===== src/rtl/regb_fifo_lvl_pkg.sv =====
// ---------------------------------------------------------------------------
// regb_fifo_lvl_pkg
//   Shared definitions for the register-based level FIFO:
//   - default geometry constants
//   - level update operation encoding
//   - clog2 helper used to size level and pointer fields
// ---------------------------------------------------------------------------
package regb_fifo_lvl_pkg;

  localparam int DEF_WIDTH    = 8;
  localparam int DEF_N        = 5;
  localparam int DEF_AE_LEVEL = 1;

  // How the fill level moves in a given cycle.
  typedef enum logic [1:0] {
    LVL_HOLD = 2'b00,
    LVL_INC  = 2'b01,
    LVL_DEC  = 2'b10
  } lvl_op_e;

  // Ceiling log2, at least 1 so that every derived field has a real bit.
  function automatic int clog2(input int value);
    int res;
    int v;
    res = 0;
    v   = value - 1;
    while (v > 0) begin
      res = res + 1;
      v   = v >> 1;
    end
    if (res < 1) begin
      res = 1;
    end else begin
      res = res;
    end
    return res;
  endfunction

endpackage


===== src/rtl/regb_fifo_lvl_ctrl.sv =====
// ---------------------------------------------------------------------------
// regb_fifo_lvl_ctrl
//   Control half of the FIFO: read/write pointers, fill level, accept logic,
//   status flags and sticky error flags. No data path.
//   Ports:
//     clk, res_n          clock, async active-low reset
//     shift_in, shift_out push / pop requests
//     clr_err             synchronous clear of overflow/underflow
//     push_acc, pop_acc   accepted push / pop this cycle
//     wr_ptr, rd_ptr      storage slot to write / head slot
//     level               number of stored entries
//     full, empty, almost_full, almost_empty   flags, registered
//     overflow, underflow sticky rejected-request flags
// ---------------------------------------------------------------------------
module regb_fifo_lvl_ctrl
  import regb_fifo_lvl_pkg::*;
#(
  parameter  int N        = DEF_N,
  parameter  int AF_LEVEL = N - 1,
  parameter  int AE_LEVEL = DEF_AE_LEVEL,
  localparam int LW       = clog2(N + 1),
  localparam int PW       = clog2(N)
) (
  input  logic          clk,
  input  logic          res_n,
  input  logic          shift_in,
  input  logic          shift_out,
  input  logic          clr_err,
  output logic          push_acc,
  output logic          pop_acc,
  output logic [PW-1:0] wr_ptr,
  output logic [PW-1:0] rd_ptr,
  output logic [LW-1:0] level,
  output logic          full,
  output logic          empty,
  output logic          almost_full,
  output logic          almost_empty,
  output logic          overflow,
  output logic          underflow
);

  localparam logic [LW-1:0] LVL_N    = LW'(N);
  localparam logic [LW-1:0] LVL_AF   = LW'(AF_LEVEL);
  localparam logic [LW-1:0] LVL_AE   = LW'(AE_LEVEL);
  localparam logic [PW-1:0] PTR_LAST = PW'(N - 1);

  lvl_op_e       lvl_op_s;
  logic [LW-1:0] level_nxt_s;
  logic          push_rej_s;
  logic          pop_rej_s;

  // Pointers wrap by compare so N need not be a power of two.
  function automatic logic [PW-1:0] ptr_next(input logic [PW-1:0] ptr);
    logic [PW-1:0] res;
    if (ptr == PTR_LAST) begin
      res = {PW{1'b0}};
    end else begin
      res = ptr + PW'(1);
    end
    return res;
  endfunction

  // A pop frees a slot in the same cycle, so a full FIFO still takes a push.
  assign pop_acc    = shift_out & ~empty;
  assign push_acc   = shift_in & (~full | pop_acc);
  assign push_rej_s = shift_in & ~push_acc;
  assign pop_rej_s  = shift_out & ~pop_acc;

  // Classify the level change for this cycle.
  always_comb begin
    lvl_op_s = LVL_HOLD;
    if (push_acc && !pop_acc) begin
      lvl_op_s = LVL_INC;
    end else if (pop_acc && !push_acc) begin
      lvl_op_s = LVL_DEC;
    end else begin
      lvl_op_s = LVL_HOLD;
    end
  end

  // Next fill level.
  always_comb begin
    level_nxt_s = level;
    case (lvl_op_s)
      LVL_INC: level_nxt_s = level + LW'(1);
      LVL_DEC: level_nxt_s = level - LW'(1);
      default: level_nxt_s = level;
    endcase
  end

  // Pointer, level and flag registers; flags are decoded from the next level
  // so they always match the registered level with no input-to-flag path.
  always_ff @(posedge clk or negedge res_n) begin
    if (!res_n) begin
      wr_ptr       <= {PW{1'b0}};
      rd_ptr       <= {PW{1'b0}};
      level        <= {LW{1'b0}};
      full         <= 1'b0;
      empty        <= 1'b1;
      almost_full  <= 1'b0;
      almost_empty <= 1'b1;
    end else begin
      if (push_acc) begin
        wr_ptr <= ptr_next(wr_ptr);
      end
      if (pop_acc) begin
        rd_ptr <= ptr_next(rd_ptr);
      end
      level        <= level_nxt_s;
      full         <= (level_nxt_s == LVL_N);
      empty        <= (level_nxt_s == {LW{1'b0}});
      almost_full  <= (level_nxt_s >= LVL_AF);
      almost_empty <= (level_nxt_s <= LVL_AE);
    end
  end

  // Sticky error flags; a new error wins over a same-cycle clear.
  always_ff @(posedge clk or negedge res_n) begin
    if (!res_n) begin
      overflow  <= 1'b0;
      underflow <= 1'b0;
    end else begin
      if (push_rej_s) begin
        overflow <= 1'b1;
      end else if (clr_err) begin
        overflow <= 1'b0;
      end
      if (pop_rej_s) begin
        underflow <= 1'b1;
      end else if (clr_err) begin
        underflow <= 1'b0;
      end
    end
  end

endmodule


===== src/rtl/regb_fifo_lvl.sv =====
// ---------------------------------------------------------------------------
// regb_fifo_lvl
//   Register-based FIFO of N x WIDTH flip-flop entries with fill level,
//   almost-full/almost-empty flags, sticky overflow/underflow and a
//   selectable output mode.
//   Ports:
//     clk, res_n        clock, async active-low reset
//     shift_in, wdata   push request and write data
//     shift_out         pop request
//     rdata, rvalid     read data / valid (FWFT=1: head shown while non-empty;
//                       FWFT=0: registered, valid the cycle after a pop)
//     full, empty, almost_full, almost_empty, level   status
//     overflow, underflow   sticky errors, cleared by clr_err
// ---------------------------------------------------------------------------
module regb_fifo_lvl
  import regb_fifo_lvl_pkg::*;
#(
  parameter  int WIDTH    = DEF_WIDTH,
  parameter  int N        = DEF_N,
  parameter  int FWFT     = 1,
  parameter  int AF_LEVEL = N - 1,
  parameter  int AE_LEVEL = DEF_AE_LEVEL,
  localparam int LW       = clog2(N + 1)
) (
  input  logic             clk,
  input  logic             res_n,
  input  logic             shift_in,
  input  logic [WIDTH-1:0] wdata,
  input  logic             shift_out,
  output logic [WIDTH-1:0] rdata,
  output logic             rvalid,
  output logic             full,
  output logic             empty,
  output logic             almost_full,
  output logic             almost_empty,
  output logic [LW-1:0]    level,
  output logic             overflow,
  output logic             underflow,
  input  logic             clr_err
);

  localparam int PW = clog2(N);

  logic             push_acc_s;
  logic             pop_acc_s;
  logic [PW-1:0]    wr_ptr_s;
  logic [PW-1:0]    rd_ptr_s;
  logic [WIDTH-1:0] mem_r [N];

  regb_fifo_lvl_ctrl #(
    .N        (N),
    .AF_LEVEL (AF_LEVEL),
    .AE_LEVEL (AE_LEVEL)
  ) u_ctrl (
    .clk          (clk),
    .res_n        (res_n),
    .shift_in     (shift_in),
    .shift_out    (shift_out),
    .clr_err      (clr_err),
    .push_acc     (push_acc_s),
    .pop_acc      (pop_acc_s),
    .wr_ptr       (wr_ptr_s),
    .rd_ptr       (rd_ptr_s),
    .level        (level),
    .full         (full),
    .empty        (empty),
    .almost_full  (almost_full),
    .almost_empty (almost_empty),
    .overflow     (overflow),
    .underflow    (underflow)
  );

  // Storage write; contents are intentionally not reset.
  always_ff @(posedge clk) begin
    if (push_acc_s) begin
      mem_r[wr_ptr_s] <= wdata;
    end
  end

  generate
    if (FWFT != 0) begin : g_fwft
      // Head word shown directly; gated to zero while empty.
      assign rdata  = empty ? {WIDTH{1'b0}} : mem_r[rd_ptr_s];
      assign rvalid = ~empty;
    end else begin : g_reg
      logic [WIDTH-1:0] rdata_r;
      logic             rvalid_r;

      // Registered read port: capture the head on an accepted pop.
      always_ff @(posedge clk or negedge res_n) begin
        if (!res_n) begin
          rdata_r  <= {WIDTH{1'b0}};
          rvalid_r <= 1'b0;
        end else if (pop_acc_s) begin
          rdata_r  <= mem_r[rd_ptr_s];
          rvalid_r <= 1'b1;
        end else begin
          rvalid_r <= 1'b0;
        end
      end

      assign rdata  = rdata_r;
      assign rvalid = rvalid_r;
    end
  endgenerate

endmodule


===== config.mk =====
export PLATFORM = sky130hd
export DESIGN_NAME = regb_fifo_lvl
export DESIGN_NICKNAME = d
export VERILOG_FILES = /design/src/rtl/regb_fifo_lvl_pkg.sv /design/src/rtl/regb_fifo_lvl_ctrl.sv /design/src/rtl/regb_fifo_lvl.sv
export SDC_FILE = /design/constraint.sdc
export NUM_CORES = 1
export LEC_CHECK = 0
export CORE_AREA = 5 5 82 84
export DETAILED_ROUTE_END_ITERATION = 7
export DIE_AREA = 0 0 87 89
export HOLD_SLACK_MARGIN = 0.15
export SETUP_SLACK_MARGIN = 0.4
export SKIP_CTS_REPAIR_TIMING = 1
export SYNTH_ARGS = -nofsm -noshare
export SYNTH_HDL_FRONTEND = slang
export SYNTH_SLANG_ARGS = --single-unit
export TNS_END_PERCENT = 20

===== constraint.sdc =====
create_clock -name clk -period 5.6 [get_ports clk]
set_clock_uncertainty 0.2 [all_clocks]
set_input_delay 0.84 -clock clk [delete_from_list [all_inputs] [get_ports clk]]
set_output_delay 0.84 -clock clk [all_outputs]
set_load 0.005 [all_outputs]

==> metrics, run 1 <==
Total GRT Usage=0.128; num rows=28; die height=between 80 and 90 microns; FF-to-FF setup slack=around 2900 ps; Achievable Freq=299 MHz; core area=5850 sq um; Slew @ Worst Pin=990 ps; DRT Wirelength=4300 microns; nets=213; Pint=0.000907 W; I/O Buffers=30; hold_sp=u_ctrl.underflow; class of the worst hold path=flip-flop to flip-flop; Detailed Routing Iterations Pass 1=4; final setup TNS=0 ps; number of global-route vias before repair=between 1000 and 1500; Static Leak=1.02 nW; HPWL after DPL=2960 microns; worst r2r src=u_ctrl.empty; total global routing overflow=0; Sw Ratio=0.334; RePlAce Congestion=0.768; worst-skew pair later-pin latency=300 ps; RSZ-0062 raised after global routing=false; Residual DRC=0; Sink Count=54; Buf+Inv Stages, Crit Path=1; largest net degree at the start of global routing=19; yosys warns=0; Reg2Reg Depth=9; WL/cell=15.9 microns; initial core utilization=0.391; commonest non-fill, non-tap cell in the layout=edfxtp_1; ant diodes=0; vias per cell=4.93; Fin. Hold Viols=0; Finished Core Util=0.475; clock buffer count from CTS=5; Yosys reg bits=54; Sw Pwr=0.000455 W; Post-Syn Area=2290 sq um; CTS Buffer Depth=2; total die area=7740 sq um; PD cells=490 nW/um^2; Synthesized Nets=between 150 and 200; area grow syn2layout=21.3%; H-tree depth=2; CP cell instances=mux2i_1, o221ai_1, clkdlybuf4s50_1; Cells on Worst Hold Path=2; Tmin final=3340 ps; initial DRC count=92; remaining antenna violation count=0; Post-Synthesis Cells=158; CP startpoint kind=flip-flop; initial antenna violation count=0; Crit. End Element=primary output; Die W=87 microns; Vias=1331; Peak VDD IR=0.192 mV; delay of the slowest critical-path stage=1000 ps; Clk pin slew, worst setup/hold paths=90 ps; Tcrit/Tclk final=0.597; most frequent cells in the layout=40 x edfxtp_1, 30 x clkdlybuf4s50_1, 16 x mux2i_1, 14 x nand2_1, 13 x inv_1; CP Class=flip-flop to primary output; count of final setup violators=0; CTS tree=done; Hold Path End=u_ctrl.underflow; critical path required time=approximately 4600 ps; Avg Inst Size Synth=14.5 sq um; slowest CP cell=dfrtp_1; Max Slew Vio Count=0; clock share of power=0.153; count of cell types in the netlist=32; share of cells above drive strength 1=0.103; global-route wire length before repair=7320 microns; Seq/Total Area, Yosys=0.679; crit path max fanout=18; Worst Path Arrival=between 2000 and 2500 ps; root buf cell=clkbuf_8; combinational power share=0.396; status=finished clean; worst reg2reg endpoint=u_ctrl.empty; Max Cap Violations=0; post-layout power=around 0.0014 W; io pins=31; Flop pwr share=0.451; relative slew slack=0.340; family with the most delay on the worst path=flip-flops
## power groups by stage
stage | registers [W] | clock network [W] | logic [W]
finish | 0.000613 | 0.000208 | 0.000540
global route | 0.000628 | 0.000237 | 0.000606
CTS | 0.000613 | 0.000214 | 0.000553
detailed placement | 0.000622 | 0 | 0.000551
global placement | 0.000615 | 0 | 0.000534
floorplan | 0.000581 | 0 | 0.000332
## synth_stat cells
| master | instances | area share |
|---|---|---|
| a31o_2 | 1 | 0.0038 |
| inv_4 | 1 | 0.0027 |
| and2b_1 | 1 | 0.0033 |
| o221ai_1 | 9 | 0.034 |
| fa_1 | 1 | 0.0087 |
| o22ai_1 | 1 | 0.0027 |
| dfstp_2 | 2 | 0.023 |
| nand2_1 | 14 | 0.023 |
| edfxtp_1 | 40 | 0.52 |
| dfrtp_1 | 12 | 0.13 |
| and2_1 | 1 | 0.0027 |
| nor2_1 | 3 | 0.0049 |
| ha_1 | 5 | 0.027 |
| xnor2_1 | 4 | 0.015 |
| o21ai_0 | 7 | 0.015 |
| nor4_1 | 5 | 0.014 |
| mux2i_1 | 16 | 0.070 |
| nor3_1 | 1 | 0.0022 |
| a21o_1 | 1 | 0.0033 |
| o21ai_4 | 1 | 0.0071 |
| buf_2 | 2 | 0.0044 |
| and3_1 | 1 | 0.0027 |
| nand2b_4 | 1 | 0.0060 |
| or3_1 | 2 | 0.0055 |
| a21oi_1 | 2 | 0.0044 |
| nor2b_1 | 2 | 0.0055 |
| nand3_1 | 2 | 0.0044 |
| mux2_4 | 2 | 0.013 |
| buf_1 | 2 | 0.0033 |
| inv_1 | 13 | 0.021 |
| nor3b_1 | 1 | 0.0033 |
| buf_4 | 2 | 0.0066 |
## cell families after synthesis
logic type,Yosys count,share of synthesized area
multiplexers,18,0.0831
adder cells (fa/ha/maj),6,0.0361
AO/OA/AOI/OAI,22,0.0711
buffers and inverters,20,0.0383
XOR/XNOR,4,0.0153
AND/OR/NAND/NOR,34,0.0771
flip-flops,54,0.679
## final cells by class
class                   count  area [sq um]
fillers                   516          3070
flip-flops and latches     54          1550
multi-input cells          84           647
repair buffers             35           338
well taps                  75          93.8
clock buffers               5          68.8
inverters                  14          55.1
clock inverters             3          20.0
## metal layers
metal  vias up  global-route usage  part of all wire
met4         0              0.0581             0.029
li1        654                   -                 -
met5         -                   0                 0
met3        13              0.0415             0.035
met2        28               0.211              0.50
met1       636               0.152              0.44
## state kept, by name, indices dropped and copies added, names as in the netlist
signal / cells
u_ctrl.underflow: 1
u_ctrl.almost_full: 1
u_ctrl.wr_ptr: 3
mem_r: 40
u_ctrl.almost_empty: 1
u_ctrl.full: 1
u_ctrl.level: 2
u_ctrl.rd_ptr: 3
u_ctrl.empty: 1
u_ctrl.overflow: 1
## metrics by stage
| step | hold WS, ps | instance area (sq um) | setup WS [ps] | instances |
|---|---|---|---|---|
| after floorplan | 292 | 2290 | 2880 | 158 |
| after global placement | 310 | 2690 | 2260 | 262 |
| after detailed placement | 336 | 2690 | 2190 | 262 |
| after CTS | 347 | 2780 | 2240 | 270 |
| after global routing | 384 | 2780 | 2060 | 270 |
| final | 344 | 2780 | 2260 | 270 |
## how the worst max path moves through the flow
stage / start / endpoint / depth (start not counted)
after global routing: u_ctrl.rd_ptr[1] / rdata[7] / 3
after global placement: shift_out / u_ctrl.empty / 10
after floorplan: shift_out / u_ctrl.empty / 9
after detailed placement: shift_out / u_ctrl.empty / 10
after CTS: u_ctrl.rd_ptr[1] / rdata[7] / 3
final: u_ctrl.rd_ptr[1] / rdata[7] / 3
## worst min-delay path, cell delays in order (launching register included)
cell	delay, ps
dfrtp_1	390
inv_1	50
o21ai_0	70
No activity file was read; power rests on OpenSTA's default activity.
==> run 2, diff against run 1 <==
- clock period: 5.6 -> 3.1 ns (I/O delays scaled with it)
==> run 2 against run 1 <==
Register-to-register slack worse by 2400 ps. Power is 88% higher. Utilization is 1.2 points higher. First-iteration DRC count is 34% lower. Die area stayed put. Sequential cell count stayed put. Worst hold slack worse by 7.5 ps. Cell area is 2.6% higher. Cell count is 1.5% higher. Routed wire length is 3.3% higher. Critical path depth is 1 higher. Global-route usage is 0.089 points higher.
==> metrics, run 2 (same netlist as run 1, synthesis figures left out) <==
status=finished clean; class of the worst hold path=input port to async pin; vias per cell=around 5.1; initial antenna violation count=0; core area=5850 sq um; critical path required time=2430 ps; Tmin final=2680 ps; CTS Buffer Depth=2; HPWL after DPL=3020 microns; initial DRC count=61; Residual DRC=0; initial core utilization=0.391; die height=89 microns; Clk pin slew, worst setup/hold paths=~90 ps; commonest non-fill, non-tap cell in the layout=edfxtp_1; final setup TNS=0 ps; RePlAce Congestion=0.762; ant diodes=0; remaining antenna violation count=0; Largest register FFs=40; Fin. Hold Viols=0; worst-skew pair later-pin latency=300 ps; PD cells=897 nW/um^2; io pins=31; total global routing overflow=0; CP Class=flip-flop to primary output; Die W=around 87 microns; Crit. End Element=primary output; crit path max fanout=8; Static Leak=~1.1 nW; relative slew slack=0.578; Reg with most FFs=mem_r; nets=217; Max Cap Violations=0; number of global-route vias before repair=1481; non-filler cells in the finished layout=274; total die area=7740 sq um; Detailed Routing Iterations Pass 1=3; H-tree depth=2; fillers=514; global-route wire length before repair=about 7400 microns; DRT Wirelength=4450 microns; RSZ-0062 raised after global routing=true; Placed Area=2700 sq um; Achievable Freq=373 MHz; biggest regs=mem_r x40, u_ctrl.rd_ptr x3, u_ctrl.wr_ptr x3; largest net degree at the start of global routing=18; root buf cell=clkbuf_8; CTS tree=done; WL/cell=16.2 microns; Post-Place Cells=263; I/O Buffers=30; Final Cell Area=2850 sq um; Sink Count=54; Total GRT Usage=0.129; count of final setup violators=0; Vias=1391; Slew @ Worst Pin=631 ps; Fin Hold WS=336 ps; clock buffer count from CTS=5; Tcrit/Tclk final=0.864; num rows=28; most frequent cells in the layout=40 x edfxtp_1, 29 x clkdlybuf4s50_1, 16 x mux2i_1, 14 x nand2_1, 13 x inv_1; Peak VDD IR=0.332 mV; Worst Path Arrival=2010 ps; CP startpoint kind=flip-flop; Max Slew Vio Count=0; share of cells above drive strength 1=0.161; area grow syn2layout=24.5%
[run 2: final cells by class]
| type | instances | area [sq um] | share of cell area |
|---|---|---|---|
| sequential | 54 | 1560 | 0.546 |
| multi-input combinational | 84 | 686 | 0.241 |
| timing repair buffer | 39 | 370 | 0.130 |
| tap | 75 | 93.8 | 0.0329 |
| clock buffer | 5 | 68.8 | 0.0242 |
| inverter | 14 | 55.1 | 0.0193 |
| clock inverter | 3 | 20.0 | 0.00703 |
[run 2: path summary, 6_finish.rpt]
kind | to | from | depth (start not counted) | slack, ps
worst max-delay path | rdata[2] | u_ctrl.rd_ptr[0] | 4 | 420
worst min-delay path | u_ctrl.level[0] | res_n | 1 | 340
worst max register to register | u_ctrl.empty | u_ctrl.empty | 9 | 480
worst min register to register | u_ctrl.overflow | u_ctrl.overflow | 2 | 340
max in group asynchronous | u_ctrl.rd_ptr[1] | res_n | 1 | 1900
min in group clk | u_ctrl.overflow | u_ctrl.overflow | 2 | 340
[run 2: critical path, cell delays in order, from the launching register on]
cell	delay, ps
dfrtp_1	390
inv_1	90
or3_4	470
o221ai_2	240
clkdlybuf4s50_1	530
[run 2: layer usage]
layer	part of all wire	GRT usage	up-vias
li1	-	-	666
met1	0.43	0.152	700
met2	0.53	0.233	16
met3	0.027	0.0221	9
met4	0.016	0.0510	0
met5	0	0	-
[run 2: stage by stage]
stage	power (W)	util	setup WS, ps
CTS	0.00251	0.476	205
detailed placement	0.00213	0.461	45.5
finish	0.00256	0.487	421
global placement	0.00208	0.461	138
floorplan	0.00165	-	580
global route	0.00274	0.487	297
[run 2: power by group]
| part | switching [W] | leakage, nW | internal (W) |
|---|---|---|---|
| clock | 0.000221 | 0.0422 | 0.000159 |
| combinational | 0.000504 | 0.490 | 0.000589 |
| sequential | 0.000134 | 0.533 | 0.000949 |
| total | 0.000859 | 1.06 | 0.00170 |
